### src/rtl/bat_arb_pkg.sv
// Shared types and encodings for the RAM port arbiter.
package bat_arb_pkg;

    typedef enum logic [1:0] {
        IDLE      = 2'd0,
        HALT_WAIT = 2'd1,
        GRANT     = 2'd2,
        RELEASE   = 2'd3
    } arb_state_t;

    localparam logic [1:0] OWNER_CPU  = 2'b00;
    localparam logic [1:0] OWNER_EXT  = 2'b01;
    localparam logic [1:0] OWNER_NONE = 2'b10;

    localparam logic RW_READ  = 1'b0;
    localparam logic RW_WRITE = 1'b1;

endpackage

### src/rtl/bat_addr_counter.sv
// Burst address counter: loads a start address, increments per word, wraps silently.
module bat_addr_counter #(
    parameter int unsigned ADDR_W = 16
) (
    input  logic              clk_i,
    input  logic              rst_ni,
    input  logic              load_i,
    input  logic [ADDR_W-1:0] load_val_i,
    input  logic              inc_i,
    output logic [ADDR_W-1:0] count_o
);

    logic [ADDR_W-1:0] count_q, count_d;

    // Load has priority over increment; natural overflow gives the wrap.
    always_comb begin
        // NOTE: default first so every path assigns count_d and no latch is inferred.
        count_d = count_q;
        if (load_i) begin
            count_d = load_val_i;
        end else if (inc_i) begin
            count_d = count_q + ADDR_W'(1);
        end
    end

    // Counter register.
    always_ff @(posedge clk_i or negedge rst_ni) begin
        if (!rst_ni) begin
            count_q <= '0;
        end else begin
            // NOTE: non-blocking so all registers update together on the edge.
            count_q <= count_d;
        end
    end

    assign count_o = count_q;

endmodule

### src/rtl/ram_port_arbiter.sv
// Arbitrates the RAM port between the CPU controller and an external loader/DMA port.
// The CPU is halted only at an instruction boundary; the external port then owns the
// RAM for a burst with an auto-incrementing address. After each release the CPU is
// guaranteed CPU_QUANTUM cycles before the external port can request again.
// Optional feature: define ARB_TIMEOUT_EN to bound each grant to MAX_GRANT cycles.
module ram_port_arbiter
    import bat_arb_pkg::*;
#(
    parameter int unsigned ADDR_W      = 16,
    parameter int unsigned CPU_QUANTUM = 4
`ifdef ARB_TIMEOUT_EN
    ,
    parameter int unsigned MAX_GRANT   = 256
`endif
) (
    input  logic              clk_i,
    input  logic              rst_ni,
    input  logic              cpu_ram_rw_i,
    input  logic              cpu_ram_en_i,
    input  logic [ADDR_W-1:0] cpu_addr_i,
    input  logic              cpu_idle_i,
    input  logic              ext_req_i,
    input  logic              ext_rw_i,
    input  logic [ADDR_W-1:0] ext_addr_i,
    input  logic              ext_valid_i,
    input  logic              ext_last_i,
    output logic              ext_gnt_o,
    output logic              ext_ack_o,
    output logic              ext_timeout_o,
    output logic              halt_o,
    output logic              ram_rw_o,
    output logic              ram_en_o,
    output logic [ADDR_W-1:0] ram_addr_o,
    output logic [1:0]        bus_owner_o
);

    localparam int unsigned CD_W = $clog2(CPU_QUANTUM + 1);

    arb_state_t        state_q, state_d;
    logic [CD_W-1:0]   cooldown_q, cooldown_d;
    logic              ack_q, ack_d;
    logic              accept;
    logic              forced_release;
    logic              rearm_block;
    logic              cnt_load;
    logic [ADDR_W-1:0] burst_addr;

    // A word is taken only in GRANT and only while the request is still held;
    // a VALID in the abort cycle is ignored.
    assign accept   = (state_q == GRANT) && ext_req_i && ext_valid_i;
    assign cnt_load = (state_q == HALT_WAIT) && (state_d == GRANT);

    bat_addr_counter #(
        .ADDR_W (ADDR_W)
    ) u_addr_counter (
        .clk_i      (clk_i),
        .rst_ni     (rst_ni),
        .load_i     (cnt_load),
        .load_val_i (ext_addr_i),
        .inc_i      (accept),
        .count_o    (burst_addr)
    );

`ifdef ARB_TIMEOUT_EN
    localparam int unsigned GC_W = $clog2(MAX_GRANT + 1);

    logic [GC_W-1:0] grant_cnt_q, grant_cnt_d;
    logic            timeout_q, timeout_d;
    logic            block_q, block_d;

    assign forced_release = (state_q == GRANT) && (grant_cnt_q == GC_W'(MAX_GRANT - 1));

    // Grant-cycle counter, timeout pulse, and the fresh-request interlock after a timeout.
    always_comb begin
        grant_cnt_d = (state_q == GRANT) ? grant_cnt_q + GC_W'(1) : '0;
        timeout_d   = forced_release && ext_req_i && !(ext_valid_i && ext_last_i);
        block_d     = block_q;
        if (timeout_d) begin
            block_d = 1'b1;
        end else if (!ext_req_i) begin
            block_d = 1'b0;
        end
    end

    // Timeout bookkeeping registers.
    always_ff @(posedge clk_i or negedge rst_ni) begin
        if (!rst_ni) begin
            grant_cnt_q <= '0;
            timeout_q   <= 1'b0;
            block_q     <= 1'b0;
        end else begin
            grant_cnt_q <= grant_cnt_d;
            timeout_q   <= timeout_d;
            block_q     <= block_d;
        end
    end

    assign rearm_block   = block_q;
    assign ext_timeout_o = timeout_q;
`else
    assign forced_release = 1'b0;
    assign rearm_block    = 1'b0;
    assign ext_timeout_o  = 1'b0;
`endif

    // State, cooldown and ACK registers.
    always_ff @(posedge clk_i or negedge rst_ni) begin
        if (!rst_ni) begin
            state_q    <= IDLE;
            cooldown_q <= '0;
            ack_q      <= 1'b0;
        end else begin
            state_q    <= state_d;
            cooldown_q <= cooldown_d;
            ack_q      <= ack_d;
        end
    end

    // Next-state logic, cooldown reload/decrement and registered ACK.
    always_comb begin
        state_d    = state_q;
        cooldown_d = cooldown_q;
        ack_d      = accept;
        unique case (state_q)
            IDLE: begin
                if (cooldown_q != '0) begin
                    cooldown_d = cooldown_q - CD_W'(1);
                end else if (ext_req_i && !rearm_block) begin
                    state_d = HALT_WAIT;
                end
            end
            HALT_WAIT: begin
                if (!ext_req_i) begin
                    state_d = IDLE;
                end else if (cpu_idle_i && !cpu_ram_en_i) begin
                    state_d = GRANT;
                end
            end
            GRANT: begin
                if (!ext_req_i || (ext_valid_i && ext_last_i) || forced_release) begin
                    state_d = RELEASE;
                end
            end
            RELEASE: begin
                state_d    = IDLE;
                cooldown_d = CD_W'(CPU_QUANTUM);
            end
            default: state_d = IDLE;
        endcase
    end

    // Output muxes: CPU pass-through, external burst, or a quiet turnaround cycle.
    always_comb begin
        ext_gnt_o   = 1'b0;
        halt_o      = 1'b1;
        bus_owner_o = OWNER_CPU;
        ram_rw_o    = cpu_ram_rw_i;
        ram_en_o    = cpu_ram_en_i;
        ram_addr_o  = cpu_addr_i;
        unique case (state_q)
            IDLE: begin
                halt_o = 1'b0;
            end
            HALT_WAIT: begin
                // The controller may still be finishing its bus cycle.
            end
            GRANT: begin
                ext_gnt_o   = 1'b1;
                bus_owner_o = OWNER_EXT;
                ram_rw_o    = ext_rw_i;
                ram_en_o    = accept;
                ram_addr_o  = burst_addr;
            end
            RELEASE: begin
                bus_owner_o = OWNER_NONE;
                ram_rw_o    = RW_READ;
                ram_en_o    = 1'b0;
                ram_addr_o  = burst_addr;
            end
            default: begin
                halt_o = 1'b0;
            end
        endcase
        if (!rst_ni) begin
            ram_en_o = 1'b0;
        end
    end

    assign ext_ack_o = ack_q;

endmodule

### config.mk
export PLATFORM = sky130hd
export DESIGN_NAME = ram_port_arbiter
export DESIGN_NICKNAME = d
export VERILOG_FILES = /design/src/rtl/bat_arb_pkg.sv /design/src/rtl/bat_addr_counter.sv /design/src/rtl/ram_port_arbiter.sv
export SDC_FILE = /design/constraint.sdc
export NUM_CORES = 1
export LEC_CHECK = 0
export BUFFER_PORTS_ARGS = -buffer_cell sky130_fd_sc_hd__buf_2
export CAP_MARGIN = 10
export CELL_PAD_IN_SITES_DETAIL_PLACEMENT = 0
export CELL_PAD_IN_SITES_GLOBAL_PLACEMENT = 2
export CORE_AREA = 2 2 77 79
export DETAILED_ROUTE_END_ITERATION = 12
export DIE_AREA = 0 0 79 81
export PLACE_DENSITY = 0.88
export RECOVER_POWER = 100
export SYNTH_ARGS = -nofsm -noshare
export SYNTH_HDL_FRONTEND = slang
export SYNTH_SLANG_ARGS = --single-unit
### constraint.sdc
create_clock -name clk_i -period 2.9 [get_ports clk_i]
set_input_delay 0.58 -clock clk_i [delete_from_list [all_inputs] [get_ports clk_i]]
set_output_delay 0.58 -clock clk_i [all_outputs]
set_load 0.01 [all_outputs]
==> Yosys cells after proc, flatten, opt, wreduce, memory -nomap -nowiden <==
Index checks and enable logic that the tools add are counted.
{ "word_totals": {"word_cells": 42, "register_bits": 22, "out_inout_bits": 24, "inputBits": 41} }
{ "op_classes": {"n_eq_ne": 5, "mux": 17, "add_sub_neg": 2, "n_reduce_logical": 14} }
{ "op_table": {"columns": ["cell", "n"], "rows": [
  ["two-way mux 16 bit", 3],
  ["adder 16 x 1 -> 16 bit (second input constant)", 1],
  ["two-way mux 2 bit", 5],
  ["one-hot mux 2 bit (4 select lines)", 1],
  ["== test 2 bit (second input constant)", 3],
  ["one-hot mux 3 bit (2 select lines)", 1],
  ["logical AND 1 bit", 5],
  ["one-hot mux 1 bit (2 select lines)", 2],
  ["one-hot mux 2 bit (2 select lines)", 1],
  ["nonzero test 2 bit", 2],
  ["two-way mux 1 bit", 3],
  ["two-way mux 3 bit", 1],
  ["nonzero test 3 bit", 1],
  ["subtractor 3 x 1 -> 3 bit (second input constant)", 1],
  ["== test 2 x 1 -> 1 bit (second input constant)", 1],
  ["zero test 1 bit", 2],
  ["zero test 2 bit", 1],
  ["!= test 2 bit (second input constant)", 1],
  ["AND reduction 2 bit", 1],
  ["OR reduction 2 bit", 1],
  ["logical OR 1 bit", 1]
]} }

==> Depth between registers and ports, before layout <==
Gate-level depths: netlist (run 1).
{ "logic_depth": {"ltp_word": 8, "ltp_mapped": 7, "ltp_nobuf": 7} }

==> By module <==
Synthesis (run 1) repeated with hierarchy kept, for this count alone.
{ "hier_totals": {"cells_unflattened": 166, "area_unflattened_um2": 1572.8} }
{ "modules_own_cells": {"columns": ["module", "n_inst", "area_per_inst_um2", "cells_each"], "rows": [
  ["bat_addr_counter", 1, 943.4, 99],
  ["ram_port_arbiter", 1, 629.4, 67]
]} }

==> Least setup slack after synthesis (run 1) <==
OpenSTA, ideal clock, no wires.
{ "synth_path": {"path_kind": "register to output", "from": "register state_q[1]", "to": "output port ram_addr_o[12]", "n_path_buf": 2, "arrival_time_ns": 1.093, "path_slack_ns": 1.227, "path_stages_with_launch": 4, "required_time_ns": 2.320, "cell_sequence": "dfrtp_1 > buf_2 > buf_2 > mux2_2"} }
{ "synth_via": {"elab_chain_cells": 3, "word_cells_on_any_way": 4, "classes_between": "eq/ne (2); mux (1); reduce/logical (1)"} }
{ "synth_lines": {"columns": ["element", "line", "rtl"], "rows": [
  ["from (decl)", "ram_port_arbiter.sv:39", "arb_state_t state_q, state_d;"],
  ["from (signal assigned)", "ram_port_arbiter.sv:113", "state_q <= state_d;"],
  ["== test 2 bit", "ram_port_arbiter.sv:160", "unique case (state_q)"],
  ["OR reduction 2 bit (no source line) *", null, null],
  ["two-way mux 16 bit *", "ram_port_arbiter.sv:160", null],
  ["to (decl)", "ram_port_arbiter.sv:33", "output logic [ADDR_W-1:0] ram_addr_o,"]
]} }
Mark *: on every way between the ends. The rest lies on a longest branch, timed or not.

==> Worst setup path after layout (run 1) <==
{ "layout_path": {"from": "register state_q[1]", "to": "output port ram_rw_o"} }
{ "layout_via": {"elab_chain_cells": 2, "word_cells_on_any_way": 3, "classes_between": "eq/ne (2); mux (1)"} }
{ "layout_lines": {"columns": ["element", "line", "rtl"], "rows": [
  ["== test 2 bit", "ram_port_arbiter.sv:160", null],
  ["one-hot mux 1 bit (2 select lines) *", "ram_port_arbiter.sv:160", null],
  ["to (decl)", "ram_port_arbiter.sv:31", "output logic ram_rw_o,"]
]} }
Marks and branches as above.

==> results.py, run 1 <==
metrics = {
    "timing": {
        "hold_viol_final": 0,
        "skew_ns": 0.00161,
        "rsz0062_at_grt": "no",
        "timing.final.crit_share_pct": 84.3,
        "holdWs_ns": 0.511,
        "fmax_mhz": 409,
        "setup_viol": 0,
        "slew_viol_final": 0,
        "tightest_slew_ns": 1.21,
        "setup-tns-final_ns": 0,
        "slew_headroom_pct": 19.6,
        "min_period_ns": 2.45,
    },
    "logic_synthesis": {
        "ys_top_cells_by_count": "nand2_1 (25), dfrtp_1 (22), mux2_2 (16)",
        "seq_area_frac_synth_pct": 35.6,
        "avgSynthCellArea_sq_um": 9.38,
        "synth.top_cell.area_share_pct": 35.6,
        "ys_async_sr_fraction_pct": 100,
        "synth_edf_count": 0,
        "ys.flop_type": "dfrtp_1",
        "synth_nets": 209,
        "synth_largest_area_cell": "dfrtp_1",
        "post-synth-top-count-cell": "nand2_1",
        "syn_inst": 165,
        "synthDistinctLibCells": 41,
        "ys_ff_latch": 22,
        "synth_area_sq_um": 1550,
        "yosysWarnings": 0,
        "ys_top_cells_by_area": "dfrtp_1 (36%), mux2_2 (12%), xor2_1 (6.2%)",
    },
    "clocking": {
        "cts_tree": "built",
        "cts_setup_buffers": 0,
        "path_clk_slew_ns": 0.08,
        "cts_root_buffer": "clkbuf_8",
        "clkLatencyLatePin_ns": 0.26,
        "ctsHoldBuffers": 0,
        "cts_sinks": 22,
        "cts_max_path_buffers": 2,
        "h-tree-depth": 1,
        "cts_resized": 0,
        "cts_buffers": 3,
    },
    "setup_path": {
        "cp-end-kind": "primary output",
        "cp_max_fo": 18,
        "r2r_start": "state_q[1]$_DFF_PN0_",
        "r2r_slack_ns": 0.53,
        "r2r_end": "u_addr_counter.count_o[7]$_DFFE_PN0P_",
        "r2r_cells": 7,
        "crit_type": "reg -> out",
        "cp-start-kind": "register",
        "arrival_ns": 1.87,
        "worstPathRequired_ns": 2.32,
    },
    "floorplan": {
        "start_util_pct": 27.3,
        "core_sq_um": 5680,
        "num_rows": 28,
        "ios": 65,
        "die_width_microns": 79,
        "die_y_microns": 81,
        "dieArea_sq_um": 6400,
    },
    "route": {
        "via_count": 1330,
        "dr_wl_met3_microns": 231,
        "wirelength_microns": 3720,
        "drt_iter0_drc": 62,
        "drt_pass1_iterations": 4,
        "met1Wirelength_microns": 1650,
        "via_per_inst": 4.43,
        "met2_length_microns": 1820,
        "drc_errors": 0,
        "wire_per_inst_microns": 12.4,
        "topRoutingLayerUsed": "met4",
        "antenna_left": 0,
    },
    "layout": {
        "final_core_util_pct": 33.2,
        "drive_gt1_share_pct": 31.1,
        "fillers": 669,
        "area_growth_syn_to_layout_pct": 21.6,
        "nets": 271,
        "antenna_cells": 0,
    },
    "min_path": {
        "worstHoldStart": "cooldown_q[1]$_DFFE_PN0P_",
        "hold_path_depth": 2,
        "hp-class": "reg -> reg",
        "hold_end": "cooldown_q[1]$_DFFE_PN0P_",
    },
    "pwr": {
        "p_leak_nw": 0.803,
        "vdd_drop_max_uv": 287,
        "p_per_area_nw_per_um2": 757,
    },
    "global_routing": {
        "grt_pass1_vias": 1246,
        "grt_max_degree": 23,
        "grt_use_total_pct": 11.8,
        "antenna_found_initial": 0,
        "grt_pass1_wl_microns": 5910,
        "grt_remaining_overflow": 0,
    },
    "placement": {
        "numPortBuffers": 63,
        "place.detailed.hpwl_microns": 2860,
        "routabilityCongestion": 0.729,
    },
    "status": {
        "status": "complete, no violations",
    },
    "run": {
        "max_cap_viol_count": 0,
    },
}
## routing by layer
layer | global-route usage, % | vias up
li1 | - | 690
met1 | 15.4 | 598
met2 | 19.9 | 40
met3 | 3.67 | 2
met4 | 1.55 | 0
met5 | 0 | -
## worst max path at each step
stage | cells after the start | end | slack, ns | start
2_1_floorplan | 3 | ram_addr_o[12] | 1.23 | state_q[1]$_DFF_PN0_
3_3_place_gp | 5 | ram_rw_o | 0.79 | state_q[1]$_DFF_PN0_
3_5_place_dp | 5 | ram_rw_o | 0.74 | state_q[1]$_DFF_PN0_
4_1_cts | 5 | ram_rw_o | 0.44 | state_q[1]$_DFF_PN0_
5_1_grt | 7 | u_addr_counter.count_o[7]$_DFFE_PN0P_ | 0.23 | state_q[1]$_DFF_PN0_
6_report | 5 | ram_rw_o | 0.45 | state_q[1]$_DFF_PN0_
## flip-flops by register name, summed over array words and instances (netlist names)
signal and flops:
u_addr_counter.count_o 16, state_q 2, ext_ack_o 1, cooldown_q 3
## cells in the final DEF (no fill, tap or decap), types with 4 or more instances in the layout
master / synthesis / routed
dfrtp_1: 22 / 22
mux2_2: 16 / 16
inv_1: 5 / 6
xor2_1: 11 / 11
o21ai_0: 6 / 18
nand2_1: 25 / 25
nand4_1: 4 / 4
nor2_1: 5 / 5
buf_2: 4 / 40
nand3_1: 7 / 7
clkbuf_1: 1 / 26
a21oi_1: 4 / 4
## logic make-up (layout without fill, tap and decap cells)
group	after synthesis	in the layout	synth area share [%]
xor+xnor	14	14	7.92
flops	22	22	35.6
compound gates	30	30	12.4
mux	16	16	11.6
buf+inv	16	76	6.14
fa+ha+maj	3	3	2.43
other cells	1	1	0.242
simple gates	63	63	23.7
## critical path, stage by stage (launching register included)
cell	delay (ns)
dfrtp_1	0.71
buf_4	0.33
nor2b_1	0.25
nand2_1	0.07
o21ai_0	0.06
clkbuf_1	0.17
## power by group
part           switching [W]  internal [W]  leakage [nW]
combinational       0.000288      0.000294         0.501
sequential          0.000210      0.000444         0.280
clock              0.0000966     0.0000927        0.0216
## area by class of cell
cell class	count	area [sq um]	share of cell area [%]
flip-flops and latches	22	551	29.3
well taps	75	93.8	4.99
inverters	6	22.5	1.20
multi-input cells	127	868	46.1
repair buffers	67	305	16.2
clock buffers	3	41.3	2.19
## stage by stage
stage / total power [W] / area (sq um) / instances / worst slack, ns
finish: 0.00143 / 1880 / 300 / 0.454
global route: 0.00156 / 1880 / 300 / 0.232
CTS: 0.00151 / 1960 / 300 / 0.440
detailed placement: 0.00131 / 1910 / 297 / 0.736
global placement: 0.00130 / 1910 / 297 / 0.792
floorplan: 0.00110 / 1550 / 165 / 1.23
(Power assumes the default switching activity.)
==> run 2: changes to the inputs <==
- CORE_AREA: 2 2 77 79 -> 2 2 82 84
- DIE_AREA: 0 0 79 81 -> 0 0 84 86
- PLACE_DENSITY: 0.88 -> 0.82
- clock period: 2.9 -> 2 ns (I/O delays scaled with it)
==> run 2 against run 1 <==
Compared with the run above: via count about the same; total power increased by 52%; core utilization decreased by 2.5 points; flip-flop and latch count unchanged; cell count increased by 2.0%; first-iteration DRC count decreased by 21%; register-to-register slack got worse by 0.32 ns; setup slack got worse by 0.33 ns; clock skew increased by 0.0020 ns; critical endpoint is now ram_addr_o[0].
==> results.py, run 2 (synthesized netlist as in run 1, its figures left out) <==
metrics = {
    "status": {
        "status": "complete, no violations",
    },
    "layout": {
        "multi_input_comb_area_sq_um": 872,
        "final_core_util_pct": 30.7,
        "drive_gt1_share_pct": 34.9,
        "antenna_cells": 0,
        "regArea_sq_um": 552,
        "largest_reg_flops": 16,
        "nets": 274,
        "most-common-layout-cells": "buf_2 (43), nand2_1 (25), clkbuf_1 (22)",
        "final_common_cell": "buf_2",
        "fillers": 697,
        "area_growth_syn_to_layout_pct": 24.4,
    },
    "timing": {
        "hold_viol_final": 0,
        "tightest_slew_ns": 1.21,
        "setup-tns-final_ns": 0,
        "min_period_ns": 1.88,
        "rsz0062_at_grt": "no",
        "slew_headroom_pct": 19.4,
        "slew_viol_final": 0,
        "setup_slack_ns": 0.120,
        "setup_viol": 0,
        "timing.final.crit_share_pct": 94.0,
        "fmax_mhz": 532,
        "skew_ns": 0.00360,
    },
    "min_path": {
        "worstHoldStart": "ext_addr_i[13]",
        "hp-class": "in -> reg",
    },
    "floorplan": {
        "num_rows": 29,
        "start_util_pct": 24.7,
        "core_sq_um": 6280,
        "die_width_microns": 84,
        "ios": 65,
        "die_y_microns": 86,
        "dieArea_sq_um": 7220,
    },
    "placement": {
        "place.detailed.hpwl_microns": 2960,
        "dpl_worst_slack_ns": 0.226,
        "numPortBuffers": 63,
        "routabilityCongestion": 0.728,
    },
    "route": {
        "drc_errors": 0,
        "drt_pass1_iterations": 4,
        "via_count": 1329,
        "antenna_left": 0,
        "drt_iter0_drc": 49,
        "wire_per_inst_microns": 12.3,
        "wirelength_microns": 3750,
        "via_per_inst": 4.34,
    },
    "setup_path": {
        "cp-end-kind": "primary output",
        "cp_max_fo": 15,
        "r2r_start": "state_q[1]$_DFF_PN0_",
        "cp-start-kind": "register",
        "arrival_ns": 1.48,
        "crit_type": "reg -> out",
        "worstPathRequired_ns": 1.60,
        "startpoint": "state_q[1]$_DFF_PN0_",
    },
    "clocking": {
        "cts_sinks": 22,
        "cts_root_buffer": "clkbuf_8",
        "clkLatencyLatePin_ns": 0.26,
        "path_clk_slew_ns": 0.08,
        "cts_tree": "built",
        "ctsHoldBuffers": 0,
        "h-tree-depth": 1,
        "cts_buffers": 3,
        "cts_max_path_buffers": 2,
    },
    "global_routing": {
        "grt_use_total_pct": 10.4,
        "grt_pass1_vias": 1190,
        "grt_max_degree": 23,
        "grt_pass1_wl_microns": 6010,
        "antenna_found_initial": 0,
        "grt_remaining_overflow": 0,
    },
    "pwr": {
        "vdd_drop_max_uv": 327,
        "p_leak_nw": 0.842,
        "p_per_area_nw_per_um2": 1130,
    },
    "run": {
        "max_cap_viol_count": 0,
    },
}
-- run 2: report_power, final --
part	total [W]	internal, W	switching [W]
clock network	0.000318	0.000175	0.000143
registers	0.000930	0.000645	0.000285
logic	0.000922	0.000458	0.000463
-- run 2: worst paths after layout --
check / to / slack [ns] / cells past startpoint
worst max-delay path: ram_addr_o[0] / 0.12 / 3
worst min-delay path: u_addr_counter.count_o[13]$_DFFE_PN0P_ / 0.34 / 3
min in group asynchronous: cooldown_q[2]$_DFFE_PN0P_ / 0.52 / 2
worst min register to register: cooldown_q[1]$_DFFE_PN0P_ / 0.54 / 2
worst max register to register: u_addr_counter.count_o[5]$_DFFE_PN0P_ / 0.21 / 6
max in group asynchronous: state_q[1]$_DFF_PN0_ / 0.68 / 2
-- run 2: per-stage QoR --
| stage | hold WS, ns | power, W | area, sq um | cells |
|---|---|---|---|---|
| floorplan | 0.104 | 0.00159 | 1550 | 165 |
| global placement | 0.427 | 0.00192 | 1940 | 302 |
| detailed placement | 0.424 | 0.00194 | 1940 | 302 |
| CTS | 0.133 | 0.00228 | 2000 | 306 |
| global route | 0.332 | 0.00235 | 1930 | 306 |
| finish | 0.337 | 0.00217 | 1930 | 306 |
-- run 2: metal layers --
layer  track usage, %  wire (microns)
met1             14.2            1760
met2             16.3            1680
met3             3.66             281
met4             1.61              21
met5                0               0
-- run 2: area by class of cell --
cell class	instances	area share (%)
inverter	6	1.17
sequential	22	28.7
tap	77	5.00
clock buffer	4	2.86
timing repair buffer	70	17.0
multi-input combinational	127	45.3
-- run 2: timing repair --
item,CTS,global route
resized for setup,1,0
setup buffers,0,0
endpoints found under the setup margin,9,0
-- run 2: critical path: stages, from the launching register on --
cell	delay, ns
dfrtp_2	0.49
clkbuf_1	0.23
mux2_2	0.35
buf_2	0.14
